$ cat src/rtl/exp_horner_scale_pkg.sv
// exp_pkg: shared constants, widths and FSM encoding for the fixed-point exponential unit.
package exp_pkg;
    localparam int FRAC_W  = 12;
    localparam int SCALE_W = 20;
    localparam int ACC_W   = 15;
    localparam int P_W     = ACC_W + SCALE_W - FRAC_W;
    localparam logic [ACC_W-1:0] C_ONE   = 15'd4096;
    localparam logic [ACC_W-1:0] C_HALF  = 15'd2048;
    localparam logic [ACC_W-1:0] C_SIXTH = 15'd683;
    localparam logic [15:0]      Y_MAX   = 16'hFFFF;
    typedef enum logic [2:0] {IDLE, H1, H2, H3, MUL, OUT} exp_state_t;
endpackage

$ cat src/rtl/exp_horner_scale_umul_shift.sv
// umul_shift: combinational unsigned multiply followed by a truncating right shift.
module umul_shift #(
    parameter int A_W = 15,
    parameter int B_W = 20,
    parameter int SH  = 12
) (
    input  logic [A_W-1:0]        a_i,
    input  logic [B_W-1:0]        b_i,
    output logic [A_W+B_W-SH-1:0] p_o
);
    logic [A_W+B_W-1:0] full;
    assign full = {{B_W{1'b0}}, a_i} * {{A_W{1'b0}}, b_i};
    assign p_o  = (A_W+B_W-SH)'(full >> SH);
endmodule

$ cat src/rtl/exp_horner_scale.sv
// exp_horner_scale: e^x for signed Q4.12 x as scale_lookup(int part) * Horner(e^frac), saturated Q4.12 out.
module exp_horner_scale
    import exp_pkg::*;
(
    input  logic               clk,
    input  logic               rst_n,
    input  logic               in_valid,
    output logic               in_ready,
    input  logic [15:0]        x,
    output logic [3:0]         exp_int,
    input  logic [SCALE_W-1:0] exp_scale,
    output logic               out_valid,
    input  logic               out_ready,
    output logic [15:0]        y
);
    exp_state_t state_q, state_d;
    logic [15:0]        x_q, y_q, y_d;
    logic [ACC_W-1:0]   acc_q, acc_d, mul_a;
    logic [SCALE_W-1:0] mul_b;
    logic [P_W-1:0]     p;

    assign exp_int = x_q[15:12];
    assign y       = y_q;

    always_ff @(posedge clk or negedge rst_n) begin
        if (!rst_n) state_q <= IDLE;
        else        state_q <= state_d;
    end

    always_comb begin
        state_d = state_q;
        unique case (state_q)
            IDLE:    state_d = in_valid ? H1 : IDLE;
            H1:      state_d = H2;
            H2:      state_d = H3;
            H3:      state_d = MUL;
            MUL:     state_d = OUT;
            OUT:     state_d = out_ready ? IDLE : OUT;
            default: state_d = IDLE;
        endcase
    end

    // One shared multiplier: f*coef during Horner steps, acc*scale in MUL.
    always_comb begin
        in_ready  = state_q == IDLE;
        out_valid = state_q == OUT;
        mul_a     = state_q == H1 ? C_SIXTH : acc_q;
        mul_b     = state_q == MUL ? exp_scale : {{(SCALE_W-FRAC_W){1'b0}}, x_q[FRAC_W-1:0]};
    end

    umul_shift #(.A_W(ACC_W), .B_W(SCALE_W), .SH(FRAC_W)) u_mul (
        .a_i(mul_a),
        .b_i(mul_b),
        .p_o(p)
    );

    assign acc_d = (state_q == H1 ? C_HALF : C_ONE) + p[ACC_W-1:0];
    assign y_d   = |p[P_W-1:16] ? Y_MAX : p[15:0];

    always_ff @(posedge clk or negedge rst_n) begin
        if (!rst_n) begin
            x_q   <= '0;
            acc_q <= '0;
            y_q   <= '0;
        end else begin
            if (state_q == IDLE && in_valid) x_q <= x;
            if (state_q inside {H1, H2, H3}) acc_q <= acc_d;
            if (state_q == MUL) y_q <= y_d;
        end
    end
endmodule

$ cat config.mk
export PLATFORM = sky130hd
export DESIGN_NAME = exp_horner_scale
export DESIGN_NICKNAME = d
export VERILOG_FILES = /design/src/rtl/exp_horner_scale_pkg.sv /design/src/rtl/exp_horner_scale_umul_shift.sv /design/src/rtl/exp_horner_scale.sv
export SDC_FILE = /design/constraint.sdc
export NUM_CORES = 1
export LEC_CHECK = 0
export CAP_MARGIN = 20
export CORE_MARGIN = 2
export CORE_UTILIZATION = 68
export DETAILED_ROUTE_END_ITERATION = 12
export PLACE_DENSITY_LB_ADDON = 0.1
export REMOVE_ABC_BUFFERS = 1
export SKIP_CTS_REPAIR_TIMING = 1
export SLEW_MARGIN = 40
export SYNTH_ARGS = -nofsm -noshare
export SYNTH_HDL_FRONTEND = slang
export SYNTH_SLANG_ARGS = --single-unit
$ cat constraint.sdc
create_clock -name clk -period 20.6 [get_ports clk]
set_input_delay 4.12 -clock clk [delete_from_list [all_inputs] [get_ports clk]]
set_output_delay 4.12 -clock clk [all_outputs]
set_load 0.05 [all_outputs]
==> impl_metrics.py <==
metrics = {
    "outcome": {
        "status": "finished clean",
    },
    "final_layout": {
        "nNetsFinal": 1785,
        "fill_cells": 1332,
        "antenna_cells": 0,
        "final_cell_mix": "inv_1 (232), fa_1 (232), nor2_1 (228)",
        "seq_area_um2": 1251,
        "multi_input_area_um2": 9668,
        "area_growth_pct": 7.629,
        "drive_gt1_frac": 0.05226,
    },
    "detailed_routing": {
        "vias": 9865,
        "ant_nets": 0,
        "drt_iter0_drc": 770,
        "wl_per_cell_um": 20.88,
        "vias_per_cell": 6.012,
        "wirelength_um": 34270,
        "drcViolationCount": 0,
        "dr.pass1.iters": 5,
    },
    "job": {
        "maxCapViolCount": 0,
    },
    "synthesis": {
        "synth-seq-area-share": 0.1044,
        "syn_area_um2": 11990,
        "synth_top_family_by_area": "adder cells",
        "synth-simple-area-share": 0.1723,
        "yosysUniqueCellTypes": 57,
        "synthTopCellsByArea": "fa_1 (39%), dfrtp_1 (10%), ha_1 (10%), inv_1 (7.3%), nor2_1 (7.2%)",
        "synth-xor-area-share": 0.01534,
        "synth_top_area_share": 0.3874,
        "syn_avg_cell_area_um2": 8.588,
        "synthAdderAreaFrac": 0.4897,
        "synthesis.instances": 1396,
        "ys.flop_type": "dfrtp_1",
        "synth_warnings": 0,
        "synth_compound_area_frac": 0.08391,
        "yosys.area.top_type": "fa_1",
        "postSynth.asyncResetShare": 1.000,
        "synth_mux_area_frac": 0.04060,
        "synth_edf_count": 0,
        "ys_seq_elements": 50,
    },
    "clock_network": {
        "htreeDepth": 2,
        "cts_buffers": 5,
        "clock_sinks": 50,
        "path_clk_slew_ns": 0.08,
        "cts-root-buf": "clkbuf_16",
        "clock_path_buffers": 2,
        "cts_tree": "built",
        "clock_latency_ns": 0.31,
    },
    "timing": {
        "finalSetupViolations": 0,
        "min_period_over_period": 0.5425,
        "final_hold_viol_count": 0,
        "worst_slew_pin_slew_ns": 0.8578,
        "relSlewSlack": 0.4168,
        "min_period_ns": 11.18,
        "finalMaxSlewViolations": 0,
        "max_freq_ghz": 0.08948,
        "worst_slack_ns": 9.425,
        "setup_tns_ns": 0,
        "rsz0062_at_grt": "false",
        "clock_skew_ns": 0.01399,
    },
    "placed_design": {
        "globalplace.congestion": 1.007,
        "pre_cts_ws_ns": 9.205,
        "dp_hpwl_um": 28110,
        "io_buffer_count": 61,
    },
    "critical_path": {
        "worstPathRequired_ns": 20.83,
        "start_kind": "input port",
        "rr_worst_depth": 27,
        "end_kind": "register",
        "cpMaxStageDelayCell": "mux2i_1",
        "worstSetupPathType": "in -> reg",
        "crit_path_max_incr_delay_ns": 0.64,
        "arrival_ns": 11.40,
        "path_max_fanout": 8,
        "crit_top_cell": "fa_1",
    },
    "die": {
        "die_h_um": 136.8,
        "start_util": 0.6931,
        "core_um2": 17300,
        "io_pins": 62,
        "num_rows": 48,
        "dieArea_um2": 18710,
        "die_w_um": 136.8,
    },
    "hold_path": {
        "worstHoldPathCells": 2,
        "hp-class": "reg -> reg",
    },
    "grt": {
        "grt_max_degree": 51,
        "first_global_vias": 10236,
        "track_usage": 0.3872,
        "antenna_found_initial": 0,
        "overflow": 0,
        "grt_first_pass_wirelength_um": 53960,
    },
}
-- per-layer routing --
metal	track usage	vias up	share of wire
met5	0.01111	-	0
met4	0.1226	0	0.035
met3	0.1015	95	0.095
met2	0.6144	503	0.46
met1	0.5237	4890	0.41
li1	-	4377	-
-- sequential cells by signal, indices dropped and copies added, names as in the netlist --
signal,cells
acc_q,15
state_q,3
x_q,16
y,16
-- Yosys cell counts, types with 3 or more instances --
| cell type | number |
|---|---|
| inv_1 | 233 |
| fa_1 | 232 |
| nor2_1 | 230 |
| nand2_1 | 177 |
| ha_1 | 98 |
| a21oi_1 | 60 |
| dfrtp_1 | 50 |
| o21ai_0 | 48 |
| clkbuf_1 | 46 |
| mux2_2 | 29 |
| mux2i_1 | 16 |
| nand3_1 | 14 |
| nor2b_1 | 14 |
| xnor2_1 | 12 |
| a21o_1 | 11 |
| and2_1 | 9 |
| nor3_1 | 9 |
| xor2_1 | 9 |
| a211oi_1 | 8 |
| nand2b_1 | 8 |
| nand4_1 | 8 |
| and3_1 | 6 |
| buf_4 | 6 |
| or2_2 | 5 |
| o211ai_1 | 4 |
| o21a_1 | 4 |
| or3_1 | 4 |
| a211o_1 | 3 |
| a31oi_1 | 3 |
| buf_1 | 3 |
-- cell families (layout without fill, tap and decap cells) --
group                    Yosys count  count (layout)
AND/OR/NAND/NOR                  495             495
buffers and inverters            291             311
adder cells (fa/ha/maj)          330             330
multiplexers                      45              45
flip-flops                        50              50
XOR/XNOR                          21              21
AO/OA/AOI/OAI                    164             164
-- critical path: cells and delay by family --
family / cells / cell delay, ns
AO/OA/AOI/OAI: 6 / 1.30
adder cells (fa/ha/maj): 8 / 3.69
XOR/XNOR: 1 / 0.21
AND/OR/NAND/NOR: 3 / 0.70
multiplexers: 1 / 0.64
buffers and inverters: 6 / 0.73
-- stage by stage --
stage | cell area (um^2) | utilization | hold slack (ns) | std cells
after floorplan | 11740 | - | 0.4598 | 1338
after global placement | 12700 | 0.7345 | 0.4766 | 1633
after detailed placement | 12740 | 0.7367 | 0.4840 | 1633
after CTS | 12900 | 0.7457 | 0.5029 | 1641
after global routing | 12900 | 0.7460 | 0.5350 | 1641
final | 12900 | 0.7460 | 0.5036 | 1641
-- layout make-up --
class,instances,area share
multi-input combinational,1055,0.7492
sequential,50,0.09697
clock buffer,6,0.01076
tap,225,0.02182
timing repair buffer,70,0.05217
inverter,233,0.06778
clock inverter,2,0.001261
-- final timing paths --
path / from / end / slack (ns)
max: exp_scale[10] / acc_q[14] / 9.42
max reg2reg: state_q[0] / acc_q[13] / 11.77
min in group asynchronous: rst_n / y[14] / 3.94
min reg2reg: acc_q[4] / acc_q[4] / 0.50
max in group asynchronous: rst_n / x_q[8] / 16.19
min: acc_q[4] / acc_q[4] / 0.50
Power is left out: the tool's default activity adds up to more than one toggle a clock period on the data nets, which glitch-free logic cannot reach.
